$ cat config.mk
export PLATFORM = sky130hd
export DESIGN_NAME = aes_round_ctrl_flat
export DESIGN_NICKNAME = d
export VERILOG_FILES = /design/src/rtl/aes_round_ctrl_pkg.sv /design/src/rtl/aes_round_ctrl_if.sv /design/src/rtl/aes_round_ctrl.sv /design/src/flat_wrapper.sv
export SDC_FILE = /design/constraint.sdc
export NUM_CORES = 1
export LEC_CHECK = 0
export BUFFER_PORTS_ARGS = -buffer_cell sky130_fd_sc_hd__buf_2
export CORE_AREA = 2 2 309 311
export DETAILED_ROUTE_END_ITERATION = 10
export DIE_AREA = 0 0 311 313
export GPL_TIMING_DRIVEN = 0
export PLACE_DENSITY = 0.32
export SETUP_SLACK_MARGIN = 0.02
export SLEW_MARGIN = 10
export SYNTH_ARGS = -nofsm -noshare
export SYNTH_HDL_FRONTEND = slang
export SYNTH_SLANG_ARGS = --single-unit
$ cat constraint.sdc
create_clock -name clk -period 3.4 [get_ports clk]
set_clock_uncertainty 0.1 [all_clocks]
set_input_delay 1.02 -clock clk [delete_from_list [all_inputs] [get_ports clk]]
set_output_delay 1.02 -clock clk [all_outputs]
set_load 0.01 [all_outputs]
$ cat src/rtl/aes_round_ctrl_pkg.sv
// ---------------------------------------------------------------------------
// aes_pkg
// Shared types and constants for the iterative AES-128 round controller.
//   AES_BLK_W    : width of one AES block / round key (128)
//   AES_NR_128   : number of rounds for AES-128 (10)
//   RND_IDX_W    : width of the round index (holds 0..AES_NR_128)
//   aes_blk_t    : one 128-bit block
//   rnd_idx_t    : round index
//   ctrl_state_e : controller FSM states
// ---------------------------------------------------------------------------
package aes_pkg;

  localparam int AES_BLK_W  = 128;
  localparam int AES_NR_128 = 10;
  localparam int RND_IDX_W  = 4;

  typedef logic [AES_BLK_W-1:0] aes_blk_t;
  typedef logic [RND_IDX_W-1:0] rnd_idx_t;

  // IDLE  : waiting for a plaintext block
  // KEY   : requesting round key rnd_idx from the key store
  // ISSUE : one-cycle round issue to the shared datapath
  // WAIT  : waiting for the datapath result
  // OUT   : presenting the ciphertext
  typedef enum logic [2:0] {
    IDLE,
    KEY,
    ISSUE,
    WAIT,
    OUT
  } ctrl_state_e;

endpackage

$ cat src/rtl/aes_round_ctrl_if.sv
// ---------------------------------------------------------------------------
// aes_round_ctrl_if
// Bundles the four handshake channels of the round controller.
//   start channel : start_valid / start_ready / pt_in
//   key channel   : rk_req / rk_idx / rk_ack / rk_data
//   round channel : rnd_valid / rnd_state / rnd_key / rnd_final /
//                   rnd_done / rnd_result
//   output channel: ct_valid / ct_ready / ct_out
// Modports:
//   master : the controller side
//   slave  : the environment (plaintext source, key store, datapath, sink)
// ---------------------------------------------------------------------------
interface aes_round_ctrl_if;
  import aes_pkg::*;

  logic     start_valid;
  logic     start_ready;
  aes_blk_t pt_in;

  logic     rk_req;
  rnd_idx_t rk_idx;
  logic     rk_ack;
  aes_blk_t rk_data;

  logic     rnd_valid;
  aes_blk_t rnd_state;
  aes_blk_t rnd_key;
  logic     rnd_final;
  logic     rnd_done;
  aes_blk_t rnd_result;

  logic     ct_valid;
  logic     ct_ready;
  aes_blk_t ct_out;

  modport master (
    input  start_valid, pt_in, rk_ack, rk_data, rnd_done, rnd_result, ct_ready,
    output start_ready, rk_req, rk_idx, rnd_valid, rnd_state, rnd_key,
           rnd_final, ct_valid, ct_out
  );

  modport slave (
    output start_valid, pt_in, rk_ack, rk_data, rnd_done, rnd_result, ct_ready,
    input  start_ready, rk_req, rk_idx, rnd_valid, rnd_state, rnd_key,
           rnd_final, ct_valid, ct_out
  );

endinterface

$ cat src/rtl/aes_round_ctrl.sv
// ---------------------------------------------------------------------------
// aes_round_ctrl
// Iterative AES-128 encryption sequencer. Takes one plaintext block, applies
// the initial AddRoundKey itself, then walks NR rounds through an external
// shared round datapath, fetching each round key from an external key store.
//
// Ports:
//   clk         : clock, rising edge
//   rst_n       : asynchronous active-low reset
//   bus         : aes_round_ctrl_if.master (start / key / round / output)
//   busy_o      : high whenever the FSM is not IDLE
//   round_cnt_o : current round index (0..NR)
//   err_o       : watchdog error, sticky until reset
//
// Parameters:
//   NR          : number of rounds; round NR bypasses MixColumns
//   RND_TIMEOUT : WAIT-cycle limit (only with AES_CTRL_TIMEOUT_EN)
//
// Optional feature, macro AES_CTRL_TIMEOUT_EN:
//   defined   : a watchdog aborts a round after RND_TIMEOUT WAIT cycles without
//               rnd_done, sets err_o, clears the state register, returns IDLE
//   undefined : err_o is tied low and the FSM waits in WAIT indefinitely
// ---------------------------------------------------------------------------
module aes_round_ctrl
  import aes_pkg::*;
#(
  parameter int NR = AES_NR_128
`ifdef AES_CTRL_TIMEOUT_EN
  , parameter int RND_TIMEOUT = 64
`endif
) (
  input  logic                clk,
  input  logic                rst_n,
  aes_round_ctrl_if.master    bus,
  output logic                busy_o,
  output rnd_idx_t            round_cnt_o,
  output logic                err_o
);

  localparam rnd_idx_t LAST_RND = rnd_idx_t'(NR);

  ctrl_state_e fsm_q, fsm_d;
  aes_blk_t    blk_q, blk_d;
  aes_blk_t    key_q, key_d;
  rnd_idx_t    rnd_q, rnd_d;
  logic        timeout;

`ifdef AES_CTRL_TIMEOUT_EN
  localparam int WD_W = $clog2(RND_TIMEOUT + 1);

  logic [WD_W-1:0] wdCnt_q, wdCnt_d;
  logic            err_q, err_d;

  // The watchdog fires on the RND_TIMEOUT-th WAIT cycle that still has no
  // rnd_done; a done arriving in that same cycle wins over the timeout.
  assign timeout = (fsm_q == WAIT) && !bus.rnd_done &&
                   (wdCnt_q == WD_W'(RND_TIMEOUT - 1));

  // WAIT is only ever entered from ISSUE, so clearing the counter in ISSUE
  // is the same as clearing it on WAIT entry.
  always_comb begin
    wdCnt_d = wdCnt_q;
    err_d   = err_q | timeout;
    if (fsm_q == ISSUE) begin
      wdCnt_d = '0;
    end else if (fsm_q == WAIT) begin
      wdCnt_d = wdCnt_q + 1'b1;
    end
  end

  // Watchdog counter and sticky error flag.
  always_ff @(posedge clk or negedge rst_n) begin
    if (!rst_n) begin
      wdCnt_q <= '0;
      err_q   <= 1'b0;
    end else begin
      wdCnt_q <= wdCnt_d;
      err_q   <= err_d;
    end
  end

  assign err_o = err_q;
`else
  assign timeout = 1'b0;
  assign err_o   = 1'b0;
`endif

  // State register process: FSM, AES state block, round key and round index.
  always_ff @(posedge clk or negedge rst_n) begin
    if (!rst_n) begin
      fsm_q <= IDLE;
      blk_q <= '0;
      key_q <= '0;
      rnd_q <= '0;
    end else begin
      fsm_q <= fsm_d;
      blk_q <= blk_d;
      key_q <= key_d;
      rnd_q <= rnd_d;
    end
  end

  // Next-state process. Key 0 is never sent to the datapath: it is XORed
  // into the plaintext here and the FSM stays in KEY to fetch key 1.
  // Handshake inputs are only looked at in the state that expects them, so
  // stray rk_ack / rnd_done / ct_ready pulses are ignored.
  always_comb begin
    fsm_d = fsm_q;
    blk_d = blk_q;
    key_d = key_q;
    rnd_d = rnd_q;
    unique case (fsm_q)
      IDLE: begin
        if (bus.start_valid) begin
          blk_d = bus.pt_in;
          rnd_d = '0;
          fsm_d = KEY;
        end
      end
      KEY: begin
        if (bus.rk_ack) begin
          if (rnd_q == '0) begin
            blk_d = blk_q ^ bus.rk_data;
            rnd_d = rnd_idx_t'(1);
          end else begin
            key_d = bus.rk_data;
            fsm_d = ISSUE;
          end
        end
      end
      ISSUE: begin
        fsm_d = WAIT;
      end
      WAIT: begin
        if (bus.rnd_done) begin
          blk_d = bus.rnd_result;
          if (rnd_q == LAST_RND) begin
            fsm_d = OUT;
          end else begin
            rnd_d = rnd_q + 1'b1;
            fsm_d = KEY;
          end
        end else if (timeout) begin
          blk_d = '0;
          fsm_d = IDLE;
        end
      end
      OUT: begin
        if (bus.ct_ready) begin
          fsm_d = IDLE;
        end
      end
      default: begin
        fsm_d = IDLE;
      end
    endcase
  end

  // Output process. The datapath and the consumer read the state and key
  // registers directly; they only change on the handshakes above, which
  // keeps rnd_state/rnd_key stable across ISSUE..WAIT and ct_out stable
  // while OUT waits for ct_ready.
  always_comb begin
    bus.start_ready = 1'b0;
    bus.rk_req      = 1'b0;
    bus.rnd_valid   = 1'b0;
    bus.rnd_final   = 1'b0;
    bus.ct_valid    = 1'b0;
    busy_o          = 1'b1;
    unique case (fsm_q)
      IDLE:  begin
        bus.start_ready = 1'b1;
        busy_o          = 1'b0;
      end
      KEY:   bus.rk_req    = 1'b1;
      ISSUE: begin
        bus.rnd_valid = 1'b1;
        bus.rnd_final = (rnd_q == LAST_RND);
      end
      WAIT:  bus.rnd_final = (rnd_q == LAST_RND);
      OUT:   bus.ct_valid  = 1'b1;
      default: busy_o = 1'b1;
    endcase
    bus.rk_idx    = rnd_q;
    bus.rnd_state = blk_q;
    bus.rnd_key   = key_q;
    bus.ct_out    = blk_q;
    round_cnt_o   = rnd_q;
  end

endmodule

$ cat src/flat_wrapper.sv
// flat-port wrapper written by rule: the top's interface ports become plain ports
module aes_round_ctrl_flat import aes_pkg::*;
#(
  parameter int NR = AES_NR_128

)
  (clk, rst_n, busy_o, round_cnt_o, err_o, bus_start_valid, bus_pt_in, bus_rk_ack, bus_rk_data, bus_rnd_done, bus_rnd_result, bus_ct_ready, bus_start_ready, bus_rk_req, bus_rk_idx, bus_rnd_valid, bus_rnd_state, bus_rnd_key, bus_rnd_final, bus_ct_valid, bus_ct_out);
  aes_round_ctrl_if bus_i ();
  input  logic clk;
  input  logic rst_n;
  output logic busy_o;
  output rnd_idx_t round_cnt_o;
  output logic err_o;
  input wire logic [$bits(bus_i.start_valid)-1:0] bus_start_valid;
  input wire logic [$bits(bus_i.pt_in)-1:0] bus_pt_in;
  input wire logic [$bits(bus_i.rk_ack)-1:0] bus_rk_ack;
  input wire logic [$bits(bus_i.rk_data)-1:0] bus_rk_data;
  input wire logic [$bits(bus_i.rnd_done)-1:0] bus_rnd_done;
  input wire logic [$bits(bus_i.rnd_result)-1:0] bus_rnd_result;
  input wire logic [$bits(bus_i.ct_ready)-1:0] bus_ct_ready;
  output wire logic [$bits(bus_i.start_ready)-1:0] bus_start_ready;
  output wire logic [$bits(bus_i.rk_req)-1:0] bus_rk_req;
  output wire logic [$bits(bus_i.rk_idx)-1:0] bus_rk_idx;
  output wire logic [$bits(bus_i.rnd_valid)-1:0] bus_rnd_valid;
  output wire logic [$bits(bus_i.rnd_state)-1:0] bus_rnd_state;
  output wire logic [$bits(bus_i.rnd_key)-1:0] bus_rnd_key;
  output wire logic [$bits(bus_i.rnd_final)-1:0] bus_rnd_final;
  output wire logic [$bits(bus_i.ct_valid)-1:0] bus_ct_valid;
  output wire logic [$bits(bus_i.ct_out)-1:0] bus_ct_out;
  assign bus_i.start_valid = bus_start_valid;
  assign bus_i.pt_in = bus_pt_in;
  assign bus_i.rk_ack = bus_rk_ack;
  assign bus_i.rk_data = bus_rk_data;
  assign bus_i.rnd_done = bus_rnd_done;
  assign bus_i.rnd_result = bus_rnd_result;
  assign bus_i.ct_ready = bus_ct_ready;
  assign bus_start_ready = bus_i.start_ready;
  assign bus_rk_req = bus_i.rk_req;
  assign bus_rk_idx = bus_i.rk_idx;
  assign bus_rnd_valid = bus_i.rnd_valid;
  assign bus_rnd_state = bus_i.rnd_state;
  assign bus_rnd_key = bus_i.rnd_key;
  assign bus_rnd_final = bus_i.rnd_final;
  assign bus_ct_valid = bus_i.ct_valid;
  assign bus_ct_out = bus_i.ct_out;
  aes_round_ctrl #(.NR(NR)) u_core (.clk(clk), .rst_n(rst_n), .bus(bus_i), .busy_o(busy_o), .round_cnt_o(round_cnt_o), .err_o(err_o));
endmodule
==> results.md <==
* Run status: complete, no violations
* Slew margin rel. at 0.376
* Area share of the largest cell type after synthesis at 0.427
* Most frequent CP cell: buf_4
* Crit path largest cell delay at 380 ps
* Die H at 313 µm
* Global-route wire length before repair at 109000 µm
* Die Wd at 311 µm
* CP Capture Type: output pin
* CTS tree: yes
* CP max-delay cell: dfrtp_1
* Max Root-Sink Buffers at 3
* Worst path required time at 2280 ps
* Num CTS Buffers at 40
* Die Area at 97300 µm²
* Row count at 113
* Syn Inst Count at 1451
* Cell Pwr Density at 1130 nW/µm²
* Mapped Area at 15400 µm²
* Gr usage total at 0.153
* Syn-to-layout area delta at 44.8%
* CP startpoint: u_core.fsm_q[1]
* Crit-path leading delay family: buffers and inverters
* DRT iter0 DRCs at 496
* Synth Register Bits at 263
* Number of vias per cell at 3.88
* DP HPWL at 61700 µm
* Period utilisation layout at 0.930
* Unique masters post-synth at 42
* Largest net degree at the start of global routing at 91
* Hold_ws at 270 ps
* Fraction of layout cells with a size suffix above 1 at 0.510
* Max Cap Viol at 0
* Final Max Slew Viols at 0
* Reg clk slew, reported paths at 60 ps
* Layout Nets at 2674
* Synth top area cells: dfrtp_1 43%, mux2_1 8.4%, mux2i_1 8.3%, xnor2_1 7.3%, buf_4 6.9%
* Vias in the first global route at 14.8k
* Hold_buf cts at 0
* Gp weighted congestion at 0.827
* Clock sinks at 263
* Routed WL per cell at 21.6 µm
* Leading area contributor after synthesis: dfrtp_1
* TritonRoute pass-1 iters at 5
* Register area share after synthesis at 0.427
* Post-Place Worst Slack at -26.9 ps
* Starting Density at 0.164
* Leakage Power at 10.6 nW
* Crit path depth at 6
* Fin area at 22300 µm²
* Fmax at 316 MHz
* Worst Hold Class: in2async
* CP Cell Sequence: buf_4 -> buf_6 -> buf_4 -> nor3_4 -> inv_1 -> buf_2
* Final core utilization at 0.237
* Htree depth at 2
* Commonest non-fill, non-tap cell in the layout: buf_2
* Worst Max-Slew Pin Slew at 936 ps
* Dpl cell area at 21000 µm²
* R2R Path End: u_core.bus.rnd_key[125]
* Vias at 13.9k
* Root Buffer: clkbuf_16
* Synthesized area per cell at 10.6 µm²
* Core ar. at 94200 µm²
* CP max FO at 19
* FF-to-FF path depth at 8
* Commonest non-fill, non-tap cells in the layout: 839 x buf_2, 263 x dfrtp_1, 157 x a21oi_1, 143 x buf_4, 135 x nand2_1
* Final Power at 25.2 mW
* Port Buffer Count at 787
* Post-Syn Nets at 1844
* R2r startpoint: u_core.bus.rk_idx[0]
* Crit path to: busy_o
* YS warnings at 0
* Type of origin of the critical path: flip-flop
* CP bufs+invs at 5
* Worst Path Arrival at 2040 ps
* WL final at 77400 µm
* Final critical-path required period at 3160 ps
* RSZ-0062 raised after global routing: false
* Residual DRC at 0
* Overflow after GRT at 0
* Flop2flop setup slack at 440 ps
* Antenna violations before repair at 19
* Final hold vios at 0
* Setup WS post-layout at 236 ps
* Post-DRT Antenna Nets at 0
* # setup viols final at 0
* Worst-Skew Late Latency at 560 ps
* IO Pins at 789
* Critical path type: reg2out
* VDD IR max at 0.000408 V
## flip-flops by register name, indices dropped and copies added (netlist names)
name and count:
u_core.bus.rnd_key 128, u_core.bus.rk_idx 4, u_core.fsm_q 3, u_core.bus.ct_out 128
## per-layer routing
metal  global-route usage  routed length [µm]  share of wire
met5                    0                  46        0.00059
met4               0.0344                1170          0.015
met3               0.0333                3810          0.049
met2                0.273               39500           0.51
met1                0.187               32800           0.42
## report_power, final
group          switching, mW  internal (mW)  leakage, nW
Clock                   1.59           2.45        0.610
Sequential              1.80           4.80         3.02
Combinational           8.08           6.44         6.97
Total                   11.5           13.7         10.6
## synthesized netlist by cell type, drive strengths merged
library cell / n
nand2: 135
and3b: 1
a211o: 1
o211a: 2
nor2: 5
conb: 1
and3: 2
nor4: 1
o21ai: 130
clkbuf: 16
nand2b: 2
o22a: 1
mux2i: 128
dfrtp: 263
ha: 3
a21oi: 257
nor2b: 2
and4: 1
nor3b: 1
a32o: 2
inv: 8
buf: 220
xnor2: 128
a32oi: 1
nor3: 2
or3: 1
o22ai: 1
a221o: 1
nand3: 3
and2: 1
o32ai: 1
mux2: 129
o2111ai: 1
## what timing repair did
item,CTS,global route
resized for setup,7,2
buffers inserted,0,0
setup endpoints to repair,6,9
cloned,0,0
## per-stage QoR
stage / instances / setup TNS (ps)
floorplan: 1451 / 0
global placement: 3503 / -1234650
detailed placement: 3506 / -34.1
CTS: 3568 / 0
global route: 3577 / 0
finish: 3578 / 0
## cells by family (layout without fill, tap and decap cells)
kind of cell | Yosys count | in the layout | share of synthesized area
buffers and inverters | 244 | 1096 | 0.107
xor gates and xnor gates | 128 | 128 | 0.0728
muxes | 257 | 257 | 0.178
adders and majority gates | 3 | 3 | 0.00244
AOI/OAI and AO/OA | 398 | 398 | 0.171
and+or+nand+nor | 157 | 157 | 0.0415
DFF | 263 | 263 | 0.427
other | 1 | 11 | 0.000243
## area by class of cell
cell class	count	area, µm²
Clock inverter	5	50.0
Buffer	234	1620
Clock buffer	59	1180
Multi-Input combinational cell	944	7190
Fill cell	10500	71900
Tap cell	1265	1580
Antenna cell	10	25.0
Sequential cell	263	6580
Timing Repair Buffer	790	4030
Inverter	8	30.0
## worst reg2reg max path: stages (launching register included)
cell      delay, ps
dfrtp_1         620
inv_1           130
ha_1            240
nor3b_2         170
nor2_1          140
and3_1          300
clkbuf_4        380
buf_2           390
mux2_1          360
## worst min-delay path by stage
stage                            from                       to  slack, ps  cells after the start
5_1_grt                         rst_n  u_core.bus.rnd_key[123]        270                      1
4_1_cts                         rst_n  u_core.bus.rnd_key[123]        240                      1
3_3_place_gp   u_core.bus.rnd_key[66]   u_core.bus.rnd_key[66]        360                      1
6_report                        rst_n  u_core.bus.rnd_key[123]        270                      1
3_5_place_dp   u_core.bus.rnd_key[74]   u_core.bus.rnd_key[74]        370                      1
2_1_floorplan         u_core.fsm_q[2]          u_core.fsm_q[1]        350                      1
Power figures use the tool's default switching activity.
